**config.mk**
```make
export PLATFORM = sky130hd
export DESIGN_NAME = bcd2binary_flat
export DESIGN_NICKNAME = d
export VERILOG_FILES = /design/src/rtl/bcd2binary_if.sv /design/src/rtl/bcd2binary.sv /design/src/flat_wrapper.sv
export SDC_FILE = /design/constraint.sdc
export NUM_CORES = 1
export LEC_CHECK = 0
export ABC_AREA = 1
export BUFFER_PORTS_ARGS = -buffer_cell sky130_fd_sc_hd__clkbuf_2
export CORE_ASPECT_RATIO = 0.6
export CORE_MARGIN = 2
export CORE_UTILIZATION = 50
export DETAILED_ROUTE_END_ITERATION = 7
export GPL_ROUTABILITY_DRIVEN = 0
export PLACE_DENSITY = 0.8
export SLEW_MARGIN = 20
export SYNTH_ARGS = -nofsm -noshare
export SYNTH_HDL_FRONTEND = slang
export SYNTH_SLANG_ARGS = --single-unit
```
**constraint.sdc**
```tcl
create_clock -name clk -period 1.77 [get_ports clk]
set_input_delay 0.4425 -clock clk [delete_from_list [all_inputs] [get_ports clk]]
set_output_delay 0.4425 -clock clk [all_outputs]
set_load 0.01 [all_outputs]
```
**src/rtl/bcd2binary_if.sv**
```systemverilog
// bcd2binary_if: start/done handshake bundle for the bcd2binary converter.
//   bcd     packed BCD operand (digit 0 in bits [3:0]), sampled on accepted start
//   start   conversion request
//   busy    conversion in progress
//   done    one-cycle pulse; binary and err valid in that cycle
//   binary  converted value, held until the next done
//   err     invalid-digit flag
// Modports: master drives the request side, slave is the converter.
interface bcd2binary_if #(
  parameter int BCD_LEN  = 16,
  parameter int B_LENGTH = 14
);
  logic [BCD_LEN-1:0]  bcd;
  logic                start;
  logic                busy;
  logic                done;
  logic [B_LENGTH-1:0] binary;
  logic                err;

  modport master (
    output bcd, start,
    input  busy, done, binary, err
  );

  modport slave (
    input  bcd, start,
    output busy, done, binary, err
  );
endinterface

```
**src/rtl/bcd2binary.sv**
```systemverilog
// bcd2binary: iterative packed-BCD to binary converter (reverse double-dabble).
// Each bit takes two cycles: SHIFT moves {bcd_r,bin_r} right by one, ADJUST
// subtracts 3 from every BCD digit that is >= 8. After B_LENGTH bit steps the
// binary result sits in bin_r; DONE registers it into binary with a done pulse.
// Ports:
//   clk  rising-edge clock
//   rst  synchronous active-high reset (aborts a conversion, no done pulse)
//   bus  bcd2binary_if.slave: bcd/start in, busy/done/binary/err out
// Optional build macro BCD2BIN_DIGIT_CHECK_EN: an operand containing a digit
// above 9 skips the iteration, reporting err=1 and binary=0 one cycle after
// acceptance. Without it, err is constant 0 and invalid digits run normally.
module bcd2binary #(
  parameter int BCD_DIGITS = 4,
  parameter int B_LENGTH   = 14,
  parameter int BCD_LEN    = 16
) (
  input logic         clk,
  input logic         rst,
  bcd2binary_if.slave bus
);

  localparam int CNT_W = $clog2(B_LENGTH + 1);

  typedef enum logic [3:0] {
    IDLE   = 4'b0001,
    SHIFT  = 4'b0010,
    ADJUST = 4'b0100,
    DONE   = 4'b1000
  } state_t;

  state_t              state;
  state_t              state_nxt;
  logic [BCD_LEN-1:0]  bcd_r;
  logic [B_LENGTH-1:0] bin_r;
  logic [B_LENGTH-1:0] binary_r;
  logic [CNT_W-1:0]    cnt;
  logic                done_r;

  // Per-digit correction: digits are independent 4-bit fields, no borrow.
  function automatic logic [BCD_LEN-1:0] adjust_digits(input logic [BCD_LEN-1:0] v);
    logic [BCD_LEN-1:0] r;
    r = v;
    for (int i = 0; i < BCD_DIGITS; i++) begin
      if (v[4*i +: 4] >= 4'd8) r[4*i +: 4] = v[4*i +: 4] - 4'd3;
    end
    return r;
  endfunction

`ifdef BCD2BIN_DIGIT_CHECK_EN
  logic bad_r;
  logic err_r;

  function automatic logic digits_invalid(input logic [BCD_LEN-1:0] v);
    logic bad;
    bad = 1'b0;
    for (int i = 0; i < BCD_DIGITS; i++) begin
      if (v[4*i +: 4] > 4'd9) bad = 1'b1;
    end
    return bad;
  endfunction
`endif

  always_ff @(posedge clk) begin
    if (rst) state <= IDLE;
    else     state <= state_nxt;
  end

  always_comb begin
    state_nxt = state;
    unique case (state)
      IDLE: begin
        if (bus.start) begin
`ifdef BCD2BIN_DIGIT_CHECK_EN
          state_nxt = digits_invalid(bus.bcd) ? DONE : SHIFT;
`else
          state_nxt = SHIFT;
`endif
        end
      end
      SHIFT:  state_nxt = ADJUST;
      ADJUST: state_nxt = (cnt == '0) ? DONE : SHIFT;
      DONE:   state_nxt = IDLE;
      default: state_nxt = IDLE;
    endcase
  end

  always_ff @(posedge clk) begin
    if (rst) begin
      bcd_r    <= '0;
      bin_r    <= '0;
      cnt      <= '0;
      binary_r <= '0;
      done_r   <= 1'b0;
`ifdef BCD2BIN_DIGIT_CHECK_EN
      bad_r    <= 1'b0;
      err_r    <= 1'b0;
`endif
    end else begin
      done_r <= 1'b0;
      unique case (state)
        IDLE: begin
          if (bus.start) begin
            bcd_r <= bus.bcd;
            bin_r <= '0;
            cnt   <= CNT_W'(B_LENGTH);
`ifdef BCD2BIN_DIGIT_CHECK_EN
            bad_r <= digits_invalid(bus.bcd);
`endif
          end
        end
        SHIFT: begin
          // Logical right shift across the concatenation, zero into the BCD MSB.
          {bcd_r, bin_r} <= {1'b0, bcd_r, bin_r[B_LENGTH-1:1]};
          cnt            <= cnt - CNT_W'(1);
        end
        ADJUST: bcd_r <= adjust_digits(bcd_r);
        DONE: begin
          // On the error path bin_r was cleared at acceptance and never shifted.
          binary_r <= bin_r;
          done_r   <= 1'b1;
`ifdef BCD2BIN_DIGIT_CHECK_EN
          err_r    <= bad_r;
`endif
        end
        default: ;
      endcase
    end
  end

  assign bus.busy   = (state != IDLE);
  assign bus.done   = done_r;
  assign bus.binary = binary_r;
`ifdef BCD2BIN_DIGIT_CHECK_EN
  assign bus.err    = err_r;
`else
  assign bus.err    = 1'b0;
`endif

endmodule

```
**src/flat_wrapper.sv**
```systemverilog
// flat-port wrapper written by rule: the top's interface ports become plain ports
module bcd2binary_flat 
#(
  parameter int BCD_DIGITS = 4,
  parameter int B_LENGTH   = 14,
  parameter int BCD_LEN    = 16
)
  (clk, rst, bus_bcd, bus_start, bus_busy, bus_done, bus_binary, bus_err);
  bcd2binary_if #(.BCD_LEN(BCD_LEN), .B_LENGTH(B_LENGTH)) bus_i ();
  input logic clk;
  input logic rst;
  input wire logic [$bits(bus_i.bcd)-1:0] bus_bcd;
  input wire logic [$bits(bus_i.start)-1:0] bus_start;
  output wire logic [$bits(bus_i.busy)-1:0] bus_busy;
  output wire logic [$bits(bus_i.done)-1:0] bus_done;
  output wire logic [$bits(bus_i.binary)-1:0] bus_binary;
  output wire logic [$bits(bus_i.err)-1:0] bus_err;
  assign bus_i.bcd = bus_bcd;
  assign bus_i.start = bus_start;
  assign bus_busy = bus_i.busy;
  assign bus_done = bus_i.done;
  assign bus_binary = bus_i.binary;
  assign bus_err = bus_i.err;
  bcd2binary #(.BCD_DIGITS(BCD_DIGITS), .B_LENGTH(B_LENGTH), .BCD_LEN(BCD_LEN)) u_core (.clk(clk), .rst(rst), .bus(bus_i));
endmodule
```
==> impl_summary.log, run 1 <==
INFO  metric outcome = finished clean
INFO  metric cts_resized = 0
INFO  metric antenna_violations_before_repair = 0
INFO  metric fill_cells = 458
INFO  metric seq_area_frac_synth = 0.4167
INFO  metric max_cap_viol_count = 0
INFO  metric clock_insertion_delay_worst_skew = 0.30 ns
INFO  metric initial_utilization = 0.5113
INFO  metric dr_total_vias = 2,331
INFO  metric drt_first_iter_violations = 189
INFO  metric wl_per_cell = 11.37 um
INFO  metric setup_ws = 0.2720 ns
INFO  metric grt_pass1_vias = 1,893
INFO  metric post_synthesis_to_final_layout_area_growth = 12.83%
INFO  metric synth-edff-count = 0
INFO  metric clock_skew = 0.008719 ns
INFO  metric clock-sinks = 53
INFO  metric holdCritPathClass = reg2reg
INFO  metric synthesis.nets = 384
INFO  metric tritoncts = built
INFO  metric grt_start_max_net_pins = 24
INFO  metric die-width = 96.13 um
INFO  metric layout-drive-gt1-share = 0.1586
INFO  metric timing.hold.worst.start = u_core.cnt[0]$_SDFFE_PP0P_
INFO  metric tns = 0 ns
INFO  metric synth_area = 0.002546 sq mm
INFO  metric whs_endpoint = u_core.cnt[0]$_SDFFE_PP0P_
INFO  metric crit_fanout = 13
INFO  metric grtUsageTotal = 0.1911
INFO  metric logic_depth_of_the_worst_register_to_register_path = 7
INFO  metric die_h = 59.28 um
INFO  metric port-buffer-count = 34
INFO  metric cp-end-kind = flop
INFO  metric hold_viol = 0
INFO  metric finalNetCount = 418
INFO  metric postCtsSetupRepairBufs = 0
INFO  metric post-place-ws = 0.2668 ns
INFO  metric cts.reportedPaths.clkPinSlew = 0.10 ns
INFO  metric final_antenna_net_count = 0
INFO  metric global_route.overflow_total = 0
INFO  metric detail_route.first_pass.iterations = 4
INFO  metric power.density_cell_area = 805.1 mW/mm^2
INFO  metric r2r_end = u_core.bcd_r[1]$_SDFFE_PP0P_
INFO  metric synth.avg_cell_area = 7.152 sq um
INFO  metric cell_at_the_root_of_the_clock_tree = clkbuf_8
INFO  metric synthMuxAreaShare = 0
INFO  metric synthAdderAreaFrac = 0.04423
INFO  metric setup_viol_count_final = 0
INFO  metric postRouteWirelength = 5197 um
INFO  metric fmaxAchievable = 667.6 MHz
INFO  metric setup.worst_path.class = reg2reg
INFO  metric start_of_the_worst_register_to_register_path = u_core.state[3]$_SDFFE_PP0P_
INFO  metric multi_input_area = 0.001247 sq mm
INFO  metric yosys.area_share.xor_xnor = 0.01376
INFO  metric half_perimeter_wire_length_of_the_detailed_placement_result = 3791 um
INFO  metric worst_ir_drop_vdd = 0.0004756 V
INFO  metric viasPerCell = 5.101
INFO  metric regToRegSetupSlack = 0.27 ns
INFO  metric cts_inserted_buffers = 5
INFO  metric synthesis.instances = 356
INFO  metric post_synth_and_or_nand_nor_area_fraction = 0.2870
INFO  metric floorplan.die_area = 0.005698 sq mm
INFO  metric synth_top_flop_cell = dfxtp_1
INFO  metric core_region_area = 0.004980 sq mm
INFO  metric timing.final.crit_share = 0.8463
INFO  metric combinational_family_with_the_most_area_after_synthesis = simple AND/OR/NAND/NOR gates
INFO  metric maximum_buffer_depth_of_the_clock_tree = 2
INFO  metric drc_errors = 0
INFO  metric cts_hold_buffers = 0
INFO  metric regArea = 0.001061 sq mm
INFO  metric power_leakage = 1.293 nW
INFO  metric synth_compound_gate_area_share = 0.1435
INFO  metric critPathArrivalTime = 1.70 ns
INFO  metric h-tree-depth = 2
INFO  metric setup.worst_path.start_class = flop
INFO  metric final_critical_path_time_including_i_o_delays_and_setup = 1.498 ns
INFO  metric ys_async_sr_fraction = 0
INFO  metric hold_path_depth = 1
INFO  metric rsz0062_at_grt = no
INFO  metric first_pass_grt_wire_length = 8473 um
INFO  metric synthesis.yosys.warnings = 0
INFO  metric placementRows = 20
INFO  metric boundaryPins = 36
INFO  metric timing.final.max_slew_violations = 0
INFO  metric synth_cell_type_count = 28
INFO  metric worst-endpoint-required = 1.97 ns
INFO  metric antenna-diode-count = 0
INFO  metric synth-seq-cells = 53
how the worst max path moves through the flow:
| stage | startpoint | endpoint | slack [ns] | cells after the start |
|---|---|---|---|---|
| floorplan | u_core.state[2]$_SDFFE_PP0P_ | u_core.bcd_r[9]$_SDFFE_PP0P_ | 0.52 | 9 |
| global placement | bus_start | u_core.bcd_r[2]$_SDFFE_PP0P_ | 0.32 | 7 |
| detailed placement | bus_start | u_core.bcd_r[1]$_SDFFE_PP0P_ | 0.27 | 7 |
| CTS | u_core.state[3]$_SDFFE_PP0P_ | u_core.bcd_r[1]$_SDFFE_PP0P_ | 0.28 | 7 |
| global route | u_core.state[3]$_SDFFE_PP0P_ | u_core.bcd_r[1]$_SDFFE_PP0P_ | 0.12 | 7 |
| finish | u_core.state[3]$_SDFFE_PP0P_ | u_core.bcd_r[1]$_SDFFE_PP0P_ | 0.27 | 7 |
stage by stage:
stage	hold slack [ns]	instance area, sq um	utilization	power, mW	instances
after detailed placement	0.4428	2776	0.5575	1.627	449
after global placement	0.4326	2776	0.5575	1.616	449
final	0.4611	2873	0.5769	2.313	457
after global routing	0.4901	2873	0.5769	2.438	457
after CTS	0.4651	2873	0.5769	2.320	457
after floorplan	0.4223	2546	-	1.538	356
synth_stat cells, types with 3 or more instances:
library cell | n | share of area
buf_6 | 3 | 0.013
nor2_1 | 46 | 0.068
o21ai_1 | 4 | 0.0079
ha_1 | 9 | 0.044
xnor2_1 | 4 | 0.014
dfxtp_1 | 53 | 0.42
o31ai_1 | 4 | 0.012
o21ai_0 | 26 | 0.051
a21oi_1 | 15 | 0.029
clkbuf_1 | 4 | 0.0059
nand3_1 | 41 | 0.081
buf_2 | 4 | 0.0079
o211ai_1 | 13 | 0.038
inv_2 | 6 | 0.0088
nand2_1 | 74 | 0.11
inv_1 | 34 | 0.050
cells in the final DEF (no fill, tap or decap), drive strengths merged:
cell	n
nor2	50
a31oi	1
or2	1
clkbuf	40
nor3	1
nand3	42
o31ai	4
o211ai	13
clkinv	2
ha	9
nor4	1
inv	40
nand2	76
conb	1
a21oi	15
o21ai	30
o22ai	1
xnor2	4
dfxtp	53
buf	7
kinds of logic (layout without fill, tap and decap cells):
kind of cell	after synthesis	count (layout)
fa+ha+maj	9	9
buf+inv	54	89
xor+xnor	4	4
flops	53	53
simple gates	171	171
other cells	1	1
compound gates	64	64
per-layer routing:
| layer | GRT usage | up-vias | share of wire |
|---|---|---|---|
| li1 | - | 1218 | - |
| met1 | 0.2972 | 1048 | 0.54 |
| met2 | 0.2540 | 61 | 0.40 |
| met3 | 0.05344 | 4 | 0.058 |
| met4 | 0.05306 | 0 | 0.0069 |
| met5 | 0 | - | 0 |
cell type report:
type	count	share of cell area
Multi-Input combinational cell	249	0.4342
Sequential cell	53	0.3693
Timing Repair Buffer	41	0.08188
Inverter	40	0.05226
Clock buffer	6	0.02875
Tap cell	66	0.02875
Clock inverter	2	0.004791
flip-flops by register name, summed over array words and instances (netlist names):
register and cells:
u_core.bcd_r 16, u_core.bin_r 14, u_core.bus.binary 14, u_core.bus.done 1, u_core.cnt 4, u_core.state 4
power breakdown:
part / internal, mW / switching, mW
clock: 0.318 / 0.392
sequential: 1.24 / 0.0438
combinational: 0.121 / 0.199
worst max-delay path: stages (launching register included):
cell     delay (ns)
dfxtp_1        0.41
nor2_1         0.08
nand2_2        0.21
nand3_2        0.20
o21ai_1        0.29
nand2_1        0.10
nand2_1        0.07
nor2_1         0.03
No activity file was read; power rests on OpenSTA's default activity.
==> run 2: changes to the inputs <==
==> constraint.sdc (replaced) <==
create_clock -name clk -period 1.4 [get_ports clk]
set_input_delay 0.35 -clock clk [delete_from_list [all_inputs] [get_ports clk]]
set_output_delay 0.35 -clock clk [all_outputs]
set_load 0.01 [all_outputs]
==> impl_summary.log, run 2 (same netlist as run 1, synthesis figures left out) <==
INFO  metric clock-sinks = 53 (unchanged)
INFO  metric power.density_cell_area = 977.3 mW/mm^2 (was 805.1 mW/mm^2)
INFO  metric cts_inserted_buffers = 5 (unchanged)
INFO  metric setup.worst_path.class = reg2out (was reg2reg)
INFO  metric h-tree-depth = 2 (unchanged)
INFO  metric timing.critical_path.depth = 4 (was 7)
INFO  metric global_route.overflow_total = 0 (unchanged)
INFO  metric dr_total_vias = 2,330 (was 2,331)
INFO  metric antenna_violations_before_repair = 0 (unchanged)
INFO  metric drc_errors = 0 (unchanged)
INFO  metric postRouteWirelength = 5559 um (was 5197 um)
INFO  metric cts_hold_buffers = 0 (unchanged)
INFO  metric cpLargestDelayFamily = flip-flops (was simple AND/OR/NAND/NOR gates)
INFO  metric most-common-layout-cells = 72 x nand2_1, 49 x dfxtp_1, 42 x nor2_1 (was 74 x nand2_1, 53 x dfxtp_1, 46 x nor2_1)
INFO  metric hold_path_depth = 5 (was 1)
INFO  metric cpMaxStageDelayCell = dfxtp_2 (was dfxtp_1)
INFO  metric detail_route.first_pass.iterations = 4 (unchanged)
INFO  metric worst-endpoint-required = 1.05 ns (was 1.97 ns)
INFO  metric crit_fanout = 3 (was 13)
INFO  metric chain_of_cells_forming_the_critical_path = inv_2, nor2_4, nand2_1, buf_2 (was nor2_1, nand2_2, nand3_2, o21ai_1, nand2_1, nand2_1, nor2_1)
INFO  metric number_of_flip_flops_in_the_largest_register = 16 (unchanged)
INFO  metric logic_depth_of_the_worst_register_to_register_path = 8 (was 7)
INFO  metric final_core_util = 0.5992 (was 0.5769)
INFO  metric antenna-diode-count = 0 (unchanged)
INFO  metric clock_insertion_delay_worst_skew = 0.31 ns (was 0.30 ns)
INFO  metric final_critical_path_time_including_i_o_delays_and_setup = 1.374 ns
INFO  metric most_frequent_standard_cell_in_the_layout_excluding_fill_and_tap_cells = nand2_1 (unchanged)
INFO  metric holdCritPathClass = in2reg (was reg2reg)
INFO  metric numPlacedInstances = 456 (was 449)
INFO  metric postPlaceCellArea = 0.002816 sq mm (was 0.002776 sq mm)
INFO  metric critPathArrivalTime = 1.02 ns (was 1.70 ns)
INFO  metric placementRows = 20 (unchanged)
INFO  metric largest-register = u_core.bcd_r (unchanged)
INFO  metric cell_at_the_root_of_the_clock_tree = clkbuf_8 (unchanged)
INFO  metric fmaxAchievable = 727.7 MHz
INFO  metric setup_viol_count_final = 0 (unchanged)
INFO  metric tritoncts = built (unchanged)
INFO  metric final_design_area_no_fill = 0.002984 sq mm (was 0.002873 sq mm)
INFO  metric grt_pass1_vias = 2,048 (was 1,893)
INFO  metric timing.critical_path.buf_inv = 2 (was 0)
INFO  metric outcome = finished clean (unchanged)
INFO  metric initial_utilization = 0.5113 (unchanged)
INFO  metric core_region_area = 0.004980 sq mm (unchanged)
INFO  metric port-buffer-count = 34 (unchanged)
INFO  metric power_leakage = 1.345 nW (was 1.293 nW)
INFO  metric floorplan.die_area = 0.005698 sq mm (unchanged)
INFO  metric clock_skew = 0.006322 ns (was 0.008719 ns)
INFO  metric final_antenna_net_count = 0 (unchanged)
INFO  metric post_synthesis_to_final_layout_area_growth = 17.20% (was 12.83%)
INFO  metric worst_ir_drop_vdd = 0.0004794 V (was 0.0004756 V)
INFO  metric half_perimeter_wire_length_of_the_detailed_placement_result = 4039 um (was 3791 um)
INFO  metric layout.cells.non_filler = 464 (was 457)
INFO  metric boundaryPins = 36 (unchanged)
INFO  metric die_h = 59.28 um (unchanged)
INFO  metric cts.reportedPaths.clkPinSlew = 0.10 ns (about the same)
INFO  metric finalNetCount = 425 (was 418)
INFO  metric hold_viol = 0 (unchanged)
INFO  metric drt_first_iter_violations = 171 (was 189)
INFO  metric max_cap_viol_count = 0 (unchanged)
INFO  metric viasPerCell = 5.022 (was 5.101)
INFO  metric maximum_buffer_depth_of_the_clock_tree = 2 (unchanged)
INFO  metric first_pass_grt_wire_length = 9287 um (was 8473 um)
INFO  metric layout-drive-gt1-share = 0.2085 (was 0.1586)
INFO  metric grt_start_max_net_pins = 24 (unchanged)
INFO  metric timing.final.max_slew_violations = 0 (unchanged)
INFO  metric regToRegSetupSlack = 0.09 ns (was 0.27 ns)
INFO  metric timing.final.crit_share = 0.9816
INFO  metric cp-end-kind = output port (was flop)
INFO  metric postCtsSetupRepairBufs = 0 (unchanged)
INFO  metric die-width = 96.13 um (unchanged)
INFO  metric setup.worst_path.start_class = flop (unchanged)
INFO  metric wl_per_cell = 11.98 um (was 11.37 um)
INFO  metric rsz0062_at_grt = yes (was no)
INFO  metric cp_slowest_stage_delay = 0.37 ns (was 0.41 ns)
INFO  metric grtUsageTotal = 0.2095 (was 0.1911)
INFO  metric tns = 0 ns (unchanged)
==> run 2: cell type report <==
type / count / area (sq um)
fill: 448 / 1996
clock buffer: 6 / 72.57
tap: 66 / 82.58
clock inverter: 2 / 13.76
sequential: 53 / 1066
multi-input combinational: 249 / 1311
inverter: 40 / 155.1
timing repair buffer: 48 / 282.8
==> run 2: layer usage <==
metal  up-vias  GRT usage  wire length (um)
li1       1241          -                 -
met1      1041     0.3142              2925
met2        44     0.3036              2342
met3         4    0.05725               257
met4         0    0.03878                33
met5         -          0                 0
==> run 2: path summary, 6_finish.rpt <==
path,from,endpoint
worst min register to register,u_core.cnt[0]$_SDFFE_PP0P_,u_core.cnt[0]$_SDFFE_PP0P_
worst max-delay path,u_core.state[0]$_SDFFE_PP1P_,bus_busy
worst min-delay path,bus_bcd[15],u_core.bcd_r[15]$_SDFFE_PP0P_
worst max register to register,u_core.state[1]$_SDFFE_PP0P_,u_core.bcd_r[8]$_SDFFE_PP0P_
==> run 2: worst register-to-register path: cells and delay by family (launching register included) <==
family,cells,cell delay [ns]
AOI/OAI and AO/OA,1,0.09
and+or+nand+nor,5,0.48
DFF,1,0.39
buffers and inverters,2,0.24
==> run 2: timing repair <==
item | 4_1_cts | 5_1_grt
cloned | 0 | 0
pin swaps | 0 | 1
setup endpoints to repair | 3 | 41
resized for setup | 1 | 26
==> run 2: power breakdown <==
part / internal (mW) / switching, mW / leakage [nW]
clock network: 0.357 / 0.502 / 0.0456
registers: 1.57 / 0.0606 / 0.433
logic: 0.164 / 0.263 / 0.867
==> run 2: through the flow <==
| step | power [mW] | hold WS [ns] | worst slack [ns] |
|---|---|---|---|
| floorplan | 1.945 | 0.4223 | 0.1469 |
| global placement | 2.045 | 0.4349 | 0.04196 |
| detailed placement | 2.059 | 0.4456 | -0.005365 |
| CTS | 2.908 | 0.3907 | 0.0007105 |
| global route | 3.080 | 0.4203 | -0.06169 |
| finish | 2.917 | 0.3901 | 0.02578 |
